[config.mk]
export PLATFORM = sky130hd
export DESIGN_NAME = csel_adder_pipe
export DESIGN_NICKNAME = d
export VERILOG_FILES = /design/src/rtl/csel_pkg.sv /design/src/rtl/csel_adder_pipe_block.sv /design/src/rtl/csel_adder_pipe.sv
export SDC_FILE = /design/constraint.sdc
export NUM_CORES = 1
export LEC_CHECK = 0
export ABC_AREA = 1
export BUFFER_PORTS_ARGS = -buffer_cell sky130_fd_sc_hd__buf_2
export CORE_UTILIZATION = 50
export CTS_CLUSTER_SIZE = 25
export DETAILED_ROUTE_END_ITERATION = 7
export PLACE_DENSITY_LB_ADDON = 0.25
export SYNTH_ARGS = -nofsm -noshare
export SYNTH_HDL_FRONTEND = slang
export SYNTH_SLANG_ARGS = --single-unit
[constraint.sdc]
create_clock -name clk -period 3.9 [get_ports clk]
set_input_delay 0.195 -clock clk [delete_from_list [all_inputs] [get_ports clk]]
set_output_delay 0.195 -clock clk [all_outputs]
set_load 0.02 [all_outputs]
[src/rtl/csel_pkg.sv]
// ----------------------------------------------------------------------------
// csel_pkg
// Shared definitions for the pipelined carry-select adder/subtractor.
//   nblk()      : number of carry-select blocks for a given width/block size
//   FLAG_*      : bit positions inside the {zero, ovf, cout} flag vector
// The per-block {sum0, sum1, c0, c1} record depends on the block width, so
// its packed struct is declared in csel_adder_pipe from that module's BLK.
// ----------------------------------------------------------------------------
package csel_pkg;

  // Flag vector layout: {zero, ovf, cout}, cout in the LSB.
  localparam int unsigned FLAG_W    = 32'd3;
  localparam int unsigned FLAG_COUT = 32'd0;
  localparam int unsigned FLAG_OVF  = 32'd1;
  localparam int unsigned FLAG_ZERO = 32'd2;

  // Number of BLK-wide blocks covering WIDTH bits; 0 flags an illegal BLK.
  function automatic int nblk(input int width, input int blk);
    if (blk <= 32'sd0) begin
      return 32'sd0;
    end else begin
      return width / blk;
    end
  endfunction

endpackage

[src/rtl/csel_adder_pipe_block.sv]
// ----------------------------------------------------------------------------
// csel_block
// Combinational ripple block of a carry-select adder. Produces the block sum
// and carry-out for both possible incoming carries so the real carry only
// has to steer a mux later.
// Ports:
//   a, b   : BLK-bit block operands (b already inverted for subtract)
//   sum0   : a + b            (carry-in 0)
//   sum1   : a + b + 1        (carry-in 1)
//   c0, c1 : carry-out of the corresponding sum
// ----------------------------------------------------------------------------
module csel_block
  import csel_pkg::*;
#(
  parameter int unsigned BLK = 4
) (
  input  logic [BLK-1:0] a,
  input  logic [BLK-1:0] b,
  output logic [BLK-1:0] sum0,
  output logic [BLK-1:0] sum1,
  output logic           c0,
  output logic           c1
);

  logic [BLK:0] full0_s;
  logic [BLK:0] full1_s;

  // One extra bit on each operand captures the block carry-out.
  assign full0_s = {1'b0, a} + {1'b0, b};
  assign full1_s = {1'b0, a} + {1'b0, b} + {{BLK{1'b0}}, 1'b1};

  assign sum0 = full0_s[BLK-1:0];
  assign sum1 = full1_s[BLK-1:0];
  assign c0   = full0_s[BLK];
  assign c1   = full1_s[BLK];

endmodule

[src/rtl/csel_adder_pipe.sv]
// ----------------------------------------------------------------------------
// csel_adder_pipe
// Two-stage pipelined carry-select adder/subtractor with valid/ready
// handshaking on both sides and full backpressure.
//   Stage 1: block 0 is added with the real carry-in, every other block is
//            added speculatively for carry-in 0 and 1 (csel_block).
//   Stage 2: the carry-select chain picks the real block sums, then the
//            result and its flags are registered as the outputs.
// Result = in_a + (in_sub ? ~in_b : in_b) + in_cin  (mod 2^WIDTH).
// Ports:
//   clk, rst             : clock, asynchronous active-high reset
//   in_valid / in_ready  : operand beat handshake (in_ready is combinational)
//   in_a, in_b           : WIDTH-bit operands
//   in_cin, in_sub       : carry-in, subtract mode
//   out_valid / out_ready: result beat handshake
//   out_sum              : WIDTH-bit result
//   out_cout             : raw carry-out of the MSB (not inverted in subtract)
//   out_ovf              : two's-complement signed overflow
//   out_zero             : out_sum == 0
// ----------------------------------------------------------------------------
module csel_adder_pipe
  import csel_pkg::*;
#(
  parameter int unsigned WIDTH = 16,
  parameter int unsigned BLK   = 4
) (
  input  logic             clk,
  input  logic             rst,
  input  logic             in_valid,
  output logic             in_ready,
  input  logic [WIDTH-1:0] in_a,
  input  logic [WIDTH-1:0] in_b,
  input  logic             in_cin,
  input  logic             in_sub,
  output logic             out_valid,
  input  logic             out_ready,
  output logic [WIDTH-1:0] out_sum,
  output logic             out_cout,
  output logic             out_ovf,
  output logic             out_zero
);

  localparam int          NBLK = nblk(int'(WIDTH), int'(BLK));
  localparam int unsigned MSB  = WIDTH - 32'd1;

  generate
    if ((BLK == 32'd0) || ((WIDTH % BLK) != 32'd0) || (NBLK < 32'sd1)) begin : g_bad_params
      $error("csel_adder_pipe: WIDTH (%0d) must be a non-zero multiple of BLK (%0d)", WIDTH, BLK);
    end
  endgenerate

  // Speculative result of one block: sums and carries for carry-in 0 and 1.
  typedef struct packed {
    logic [BLK-1:0] sum0;
    logic [BLK-1:0] sum1;
    logic           c0;
    logic           c1;
  } blk_pair_t;

  // --------------------------------------------------------------------------
  // Handshake
  // --------------------------------------------------------------------------
  logic adv1_s;
  logic adv2_s;
  logic accept_s;
  logic v1_r;
  logic out_valid_r;

  assign adv2_s   = !out_valid_r || out_ready;
  assign adv1_s   = !v1_r || adv2_s;
  assign accept_s = in_valid && adv1_s;
  assign in_ready = adv1_s;

  // --------------------------------------------------------------------------
  // Stage 1 combinational: operand conditioning and per-block additions
  // --------------------------------------------------------------------------
  logic [WIDTH-1:0]           b_eff_s;
  blk_pair_t [NBLK-1:0]       pair_s;

  assign b_eff_s = in_sub ? ~in_b : in_b;

  for (genvar k = 0; k < NBLK; k++) begin : g_blk
    if (k == 0) begin : g_first
      // Block 0 knows its real carry-in; both halves of its pair hold the
      // same value so the select chain treats all blocks uniformly.
      logic [BLK:0] full_s;
      assign full_s = {1'b0, in_a[BLK-1:0]} + {1'b0, b_eff_s[BLK-1:0]}
                    + {{BLK{1'b0}}, in_cin};
      assign pair_s[k] = {full_s[BLK-1:0], full_s[BLK-1:0], full_s[BLK], full_s[BLK]};
    end else begin : g_sel
      logic [BLK-1:0] sum0_s;
      logic [BLK-1:0] sum1_s;
      logic           c0_s;
      logic           c1_s;
      csel_block #(
        .BLK (BLK)
      ) u_blk (
        .a    (in_a[k*BLK +: BLK]),
        .b    (b_eff_s[k*BLK +: BLK]),
        .sum0 (sum0_s),
        .sum1 (sum1_s),
        .c0   (c0_s),
        .c1   (c1_s)
      );
      assign pair_s[k] = {sum0_s, sum1_s, c0_s, c1_s};
    end
  end

  // --------------------------------------------------------------------------
  // Stage 1 registers
  // --------------------------------------------------------------------------
  blk_pair_t [NBLK-1:0] pair_r;
  logic                 a_msb_r;
  logic                 b_msb_r;

  // Stage 1 register: captures speculative block results when stage 1 advances.
  always_ff @(posedge clk or posedge rst) begin
    if (rst) begin
      v1_r    <= 1'b0;
      pair_r  <= '0;
      a_msb_r <= 1'b0;
      b_msb_r <= 1'b0;
    end else if (adv1_s) begin
      v1_r    <= accept_s;
      pair_r  <= pair_s;
      a_msb_r <= in_a[MSB];
      b_msb_r <= b_eff_s[MSB];
    end
  end

  // --------------------------------------------------------------------------
  // Stage 2 combinational: carry-select chain and flags
  // --------------------------------------------------------------------------
  logic [WIDTH-1:0]  sel_sum_s;
  logic              sel_carry_s;
  logic [FLAG_W-1:0] sel_flags_s;

  // Carry-select chain: each block's sum and carry are chosen by the carry
  // leaving the previous block. Block 0 holds identical halves, so the
  // constant starting carry does not matter.
  always_comb begin
    sel_sum_s   = {WIDTH{1'b0}};
    sel_carry_s = 1'b0;
    for (int k = 0; k < NBLK; k++) begin
      if (sel_carry_s) begin
        sel_sum_s[k*BLK +: BLK] = pair_r[k].sum1;
        sel_carry_s             = pair_r[k].c1;
      end else begin
        sel_sum_s[k*BLK +: BLK] = pair_r[k].sum0;
        sel_carry_s             = pair_r[k].c0;
      end
    end
  end

  // Status flags derived from the selected sum and the stored operand MSBs.
  always_comb begin
    sel_flags_s            = {FLAG_W{1'b0}};
    sel_flags_s[FLAG_COUT] = sel_carry_s;
    sel_flags_s[FLAG_OVF]  = (a_msb_r == b_msb_r) && (sel_sum_s[MSB] != a_msb_r);
    sel_flags_s[FLAG_ZERO] = (sel_sum_s == {WIDTH{1'b0}});
  end

  // --------------------------------------------------------------------------
  // Stage 2 registers (outputs)
  // --------------------------------------------------------------------------
  logic [WIDTH-1:0]  sum_r;
  logic [FLAG_W-1:0] flags_r;

  // Output register: loads the selected result whenever the output can move.
  always_ff @(posedge clk or posedge rst) begin
    if (rst) begin
      out_valid_r <= 1'b0;
      sum_r       <= {WIDTH{1'b0}};
      flags_r     <= {FLAG_W{1'b0}};
    end else if (adv2_s) begin
      out_valid_r <= v1_r;
      sum_r       <= sel_sum_s;
      flags_r     <= sel_flags_s;
    end
  end

  assign out_valid = out_valid_r;
  assign out_sum   = sum_r;
  assign out_cout  = flags_r[FLAG_COUT];
  assign out_ovf   = flags_r[FLAG_OVF];
  assign out_zero  = flags_r[FLAG_ZERO];

endmodule

==> results of run 1 <==
==> registers in the layout, indices dropped and copies added (netlist names) <==
register,count
pair_r,35
a_msb_r,1
b_msb_r,1
out_valid,1
out_sum,16
flags_r,3
v1_r,1
==> cells by family after synthesis <==
| family | share of synthesized area, % |
|---|---|
| XOR/XNOR | 5.47 |
| flip-flops | 43.2 |
| adder cells (fa/ha/maj) | 10.0 |
| AND/OR/NAND/NOR | 24.9 |
| AO/OA/AOI/OAI | 9.30 |
| buffers and inverters | 7.11 |
==> per-stage QoR <==
| step | area [sq um] | hold slack [ns] | instances | util (%) | setup WS (ns) |
|---|---|---|---|---|---|
| after floorplan | 3360 | 0.307 | 398 | - | 1.77 |
| after global routing | 3870 | 0.0561 | 538 | 60.2 | 1.45 |
| final | 3870 | 0.0456 | 538 | 60.2 | 1.61 |
| after detailed placement | 3680 | 0.389 | 522 | 57.4 | 1.67 |
| after CTS | 3870 | 0.0310 | 538 | 60.2 | 1.58 |
| after global placement | 3680 | 0.385 | 522 | 57.4 | 1.77 |
==> per-layer routing <==
| metal | vias up | global-route usage (%) | wire length [um] |
|---|---|---|---|
| met1 | 1170 | 28.2 | 3410 |
| met5 | - | 0 | 0 |
| met3 | 6 | 3.96 | 279 |
| met4 | 0 | 9.87 | 93 |
| met2 | 64 | 29.4 | 2510 |
| li1 | 1400 | - | - |
==> cell type report <==
class,instances,area [sq um]
Clock inverter,2,10.0
Clock buffer,14,173
Multi-Input combinational cell,286,1670
Tap cell,77,96.3
Sequential cell,58,1450
Timing Repair Buffer,60,305
Fill cell,576,2550
Inverter,41,159
==> path summary, 6_finish.rpt <==
| kind | slack (ns) | to | start | cells past startpoint |
|---|---|---|---|---|
| max | 1.61 | in_ready | out_valid | 5 |
| min | 0.05 | v1_r | in_valid | 2 |
| max reg2reg | 1.97 | pair_r[22] | out_valid | 6 |
| min reg2reg | 0.47 | out_sum[2] | out_sum[2] | 2 |
| max in group asynchronous | 3.38 | pair_r[29] | rst | 3 |
| min in group asynchronous | 0.06 | out_sum[8] | rst | 3 |
==> power groups by stage <==
| stage | logic, uW | clock network, uW | registers [uW] |
|---|---|---|---|
| 2_1_floorplan | 482 | 0 | 932 |
| 5_1_grt | 849 | 535 | 881 |
| 6_report | 744 | 500 | 860 |
| 3_5_place_dp | 747 | 0 | 870 |
| 3_3_place_gp | 731 | 0 | 865 |
| 4_1_cts | 750 | 513 | 859 |
==> critical path: stages, from the launching register on <==
cell	delay [ns]
dfrtp_1	0.38
nand2_2	0.33
nor2_4	0.03
buf_4	0.24
inv_2	0.47
buf_2	0.27
==> cell usage in the layout, fill, tap and decap left out, types with 2 or more instances in the layout <==
cell type  synthesis  final
clkbuf_8           0     12
dfrtp_1           58     58
ha_1              19     19
or2_2              3      3
clkbuf_1           3      2
xnor2_1            4      4
xor2_1            17     17
fa_1               5      5
o21ai_0           29     29
nand3_2            5      5
nand2_1          108    108
o21ai_1            2      2
nand3_1           32     32
nand4_1            3      3
a31oi_1            7      7
nand2_2            2      2
clkinv_2           0      2
buf_4              0      2
nor2_1            21     21
o21a_1             4      4
buf_2              7     58
a21oi_1           11     11
nand3b_1           2      2
inv_1             39     38
inv_2              1      2
nand2_4            5      5
==> results.toml, run 1 <==
[clock_tree]
cts_tree = "done"
cts.sinks = 58
clk_pin_slew_ns = 0.06
insertion_delay_ns = 0.34
post_cts_resized = 0
root_buffer = "clkbuf_8"
ctsHtreeMaxLevel = 3
postCtsSetupRepairBufs = 0
hold_buffers = 0
numCtsBuffers = 9
cts_max_path_buffers = 2

[floorplanning]
chipHeight_um = 84.0
start_util_pct = 52.4
die_w_um = 84.0
rows = 29
pin_count = 59
die-area_sq_mm = 0.00706
core_area_sq_mm = 0.00642

[route]
avgRoutedWirePerCell_um = 11.7
routed_wl_um = 6290
via_count = 2640
ant_nets = 0
drtPass1Iterations = 6
drtIter0Drc = 118
route.detailed.drc = 4
routed_via_density = 4.91

[sta]
min_period_ns = 2.29
rsz0062_at_grt = "false"
maxSlewViolCount = 0
finClkSkew_ns = 0.00816
fin_setup_tns_ns = 0
fmax_mhz = 436
slew_headroom_pct = 52.6
worstMarginPinSlew_ns = 0.711
setup_violations = 0
hold_viol = 0
finalCritPeriodShare_pct = 58.8

[setup_path]
cp-start-kind = "flop"
cp-end-kind = "primary output"
cp.required_ns = 3.70
path_max_fanout = 39
cp.arrival_ns = 2.10
crit_type = "flop to primary output"

[pwr]
power_switching_uw = 785
totalPowerFinal_uw = 2100
p_leak_uw = 0.00204
p_int_uw = 1320
p_clk_share_pct = 23.8
ir_worst_vdd_mv = 0.195
combinationalPowerShare_pct = 35.4
seqPwrFrac_pct = 40.9
sw_frac_of_total_pct = 37.3
power.density_mw_per_mm2 = 544

[logic_synthesis]
synth_seq_area_share_pct = 43.2
synth_top_area_cell = "dfrtp_1"
synth-main-ff-cell = "dfrtp_1"
synth_area_sq_mm = 0.00336
synth-edff-count = 0
synth.distinct_cells = 32
synth_warnings = 0
ys_ff_latch = 58
netlist.area_leader.share_pct = 43.2
synthTopCellsByArea = "dfrtp_1 (43%), nand2_1 (12%), ha_1 (7.1%)"
syn_area_per_cell_sq_um = 8.45
syn_inst = 398
yosys-top-cells-count = "nand2_1 (108), dfrtp_1 (58), inv_1 (39)"
synthMostInstantiatedCell = "nand2_1"
postSynth.asyncResetShare_pct = 100
synth.net_count = 460

[placed_design]
portBuffers = 58
dp_hpwl_um = 4710
gp_congestion = 0.826

[outcome]
violations = "DRC"
outcome = "complete, but fails checks"

[global_route]
gr-usage-all-layers_pct = 20.0
grt-ovfl-total = 0
grt_max_degree = 59
grt_pass1_vias = 2493
grt_pass1_wl_um = 11000
antenna_found_initial = 0

[final_layout]
nets = 518
drive_gt1_share_pct = 20.4
diodes = 0
syn2layout_area_growth_pct = 15.0

[min_path]
hold_class = "input port to flop"

[flow_run]
max_cap_viol_count = 0
Power figures use the tool's default switching activity.
==> run 2, diff against run 1 <==
--- a/config.mk
+++ b/config.mk
@@ -5,7 +5,7 @@
 export SDC_FILE = /design/constraint.sdc
 export NUM_CORES = 1
 export LEC_CHECK = 0
-export ABC_AREA = 1
+export ABC_AREA = 0
 export BUFFER_PORTS_ARGS = -buffer_cell sky130_fd_sc_hd__buf_2
 export CORE_UTILIZATION = 50
 export CTS_CLUSTER_SIZE = 25
==> constraint.sdc (replaced) <==
create_clock -name clk -period 2.1 [get_ports clk]
set_input_delay 0.105 -clock clk [delete_from_list [all_inputs] [get_ports clk]]
set_output_delay 0.105 -clock clk [all_outputs]
set_load 0.02 [all_outputs]
==> run 2 against run 1 <==
The run now ends clean. Synthesized area is 4.6% lower. Non-clock buffer count is 20 higher. Global-route usage is 0.31 points lower. Critical endpoint is now flags_r[2].
==> results.toml, run 2 <==
[outcome]
outcome = "complete, no violations"

[logic_synthesis]
netlist.area_leader.share_pct = 45.2
synth_warnings = 0
ys_ff_latch = 58
syn_area_per_cell_sq_um = 9.33
synthMostInstantiatedCell = "nand2_1"
synth_area_sq_mm = 0.00321
synthTopCellsByArea = "dfrtp_1 (45%), nand2_1 (8.5%), ha_1 (7.4%)"
yosys-top-cells-count = "nand2_1 (73), dfrtp_1 (58), nor2_1 (31)"
synth_seq_area_share_pct = 45.2
postSynth.asyncResetShare_pct = 100
synth-main-ff-cell = "dfrtp_1"
synth_top_area_cell = "dfrtp_1"
syn_inst = 344
synth.distinct_cells = 32
synth-edff-count = 0
synth.net_count = 406

[setup_path]
cp-start-kind = "flop"
cp_top_family = "simple AND/OR/NAND/NOR gates"
cp-end-kind = "flop"
crit_top_cell = "or4_1"
cp.buffers_inverters = 0
cp.arrival_ns = 2.16
path_cells = "or4_1 > nor2_1 > a21oi_1 > or4_1 > o31ai_1"
crit_type = "flop to flop"
path_max_fanout = 3
max_stage_delay_ns = 0.56
slowest_stage = "or4_1"
cp.required_ns = 2.33

[placed_design]
place_area_sq_mm = 0.00372
dp_slack_ns = -0.113
portBuffers = 58
gp_congestion = 0.748
dp_hpwl_um = 4680

[sta]
finalCritPeriodShare_pct = 92.0
worstMarginPinSlew_ns = 0.561
fin_setup_tns_ns = 0
fmax_mhz = 518
maxSlewViolCount = 0
finClkSkew_ns = 0.00439
setup_violations = 0
min_period_ns = 1.93
rsz0062_at_grt = "false"
setup_slack_ns = 0.168
hold_viol = 0
slew_headroom_pct = 62.5

[global_route]
gr-usage-all-layers_pct = 19.7
grt_max_degree = 34
grt-ovfl-total = 0
antenna_found_initial = 0
grt_pass1_wl_um = 9960
grt_pass1_vias = 2224

[final_layout]
drive_gt1_share_pct = 23.5
multiInputGateArea_sq_mm = 0.00166
regMostFlops = "pair_r"
final_common_cell = "nand2_1"
stdcell_area_sq_mm = 0.00392
mostFrequentLayoutCells = "nand2_1 (73), dfrtp_1 (58), buf_2 (58), nor2_1 (31), a21oi_1 (26)"
diodes = 0
largest_reg_flops = 35
syn2layout_area_growth_pct = 22.3
regArea_sq_mm = 0.00145
nFillCells = 534
nets = 482

[clock_tree]
clk_pin_slew_ns = 0.06
ctsHtreeMaxLevel = 3
post_cts_resized = 0
numCtsBuffers = 9
hold_buffers = 2
postCtsSetupRepairBufs = 0
cts.sinks = 58
insertion_delay_ns = 0.32
cts_tree = "done"
root_buffer = "clkbuf_8"
cts_max_path_buffers = 2

[route]
via_count = 2450
avgRoutedWirePerCell_um = 11.9
routed_via_density = 4.90
routed_wl_um = 5930
ant_nets = 0
route.detailed.drc = 0
drtPass1Iterations = 4
drtIter0Drc = 120

[floorplanning]
rows = 28
die-area_sq_mm = 0.00674
core_area_sq_mm = 0.00606
start_util_pct = 52.9
die_w_um = 82.1
chipHeight_um = 82.1
pin_count = 59

[pwr]
ir_worst_vdd_mv = 0.582
power.density_mw_per_mm2 = 996
p_leak_uw = 0.00195
totalPowerFinal_uw = 3910

[flow_run]
max_cap_viol_count = 0

[min_path]
hold_class = "input port to flop"
==> run 2: layout make-up <==
| class | count | share of cell area (%) |
|---|---|---|
| inverter | 14 | 1.34 |
| multi-input combinational | 257 | 42.3 |
| tap | 75 | 2.39 |
| timing repair buffer | 80 | 12.4 |
| clock buffer | 14 | 4.40 |
| sequential | 58 | 37.0 |
| clock inverter | 2 | 0.255 |
==> run 2: logic make-up (layout without fill, tap and decap cells) <==
kind of cell	count (synthesis)	after routing	synth area share [%]
AND/OR/NAND/NOR	132	132	17.3
flip-flops	58	58	45.2
AO/OA/AOI/OAI	54	54	8.93
XOR/XNOR	30	30	8.19
buffers and inverters	29	110	3.63
adder cells (fa/ha/maj)	24	24	10.5
multiplexers	17	17	6.16
==> run 2: worst min-delay path, cell delays in order <==
cell and delay [ns]:
buf_2 0.10, nand2_1 0.05, nand2_1 0.05
==> run 2: per-layer routing <==
| layer | GRT usage, % | up-vias | part of all wire (%) |
|---|---|---|---|
| li1 | - | 1286 | - |
| met1 | 28.7 | 1097 | 53 |
| met2 | 28.7 | 58 | 42 |
| met3 | 2.42 | 9 | 3.6 |
| met4 | 10.0 | 0 | 1.7 |
| met5 | 0 | - | 0 |
==> run 2: final timing paths <==
check / slack (ns) / endpoint / startpoint / cells after the start
max: 0.17 / flags_r[2] / pair_r[22] / 5
min: 0.02 / a_msb_r / in_a[15] / 3
max reg2reg: 0.17 / flags_r[2] / pair_r[22] / 5
min reg2reg: 0.46 / out_valid / v1_r / 1
max in group asynchronous: 1.15 / pair_r[8] / rst / 4
min in group asynchronous: 0.39 / pair_r[39] / rst / 3
==> run 2: power breakdown <==
part	switching (uW)	total, uW	internal (uW)
sequential	222	1660	1440
combinational	751	1340	585
clock	391	912	522
total	1360	3910	2540
==> run 2: stage by stage <==
stage,cells,util (%),hold WS (ns)
5_1_grt,500,64.7,0.0161
3_5_place_dp,482,61.4,0.191
3_3_place_gp,482,61.4,0.187
4_1_cts,500,64.7,0.0000627
6_report,500,64.7,0.0156
2_1_floorplan,344,-,0.213
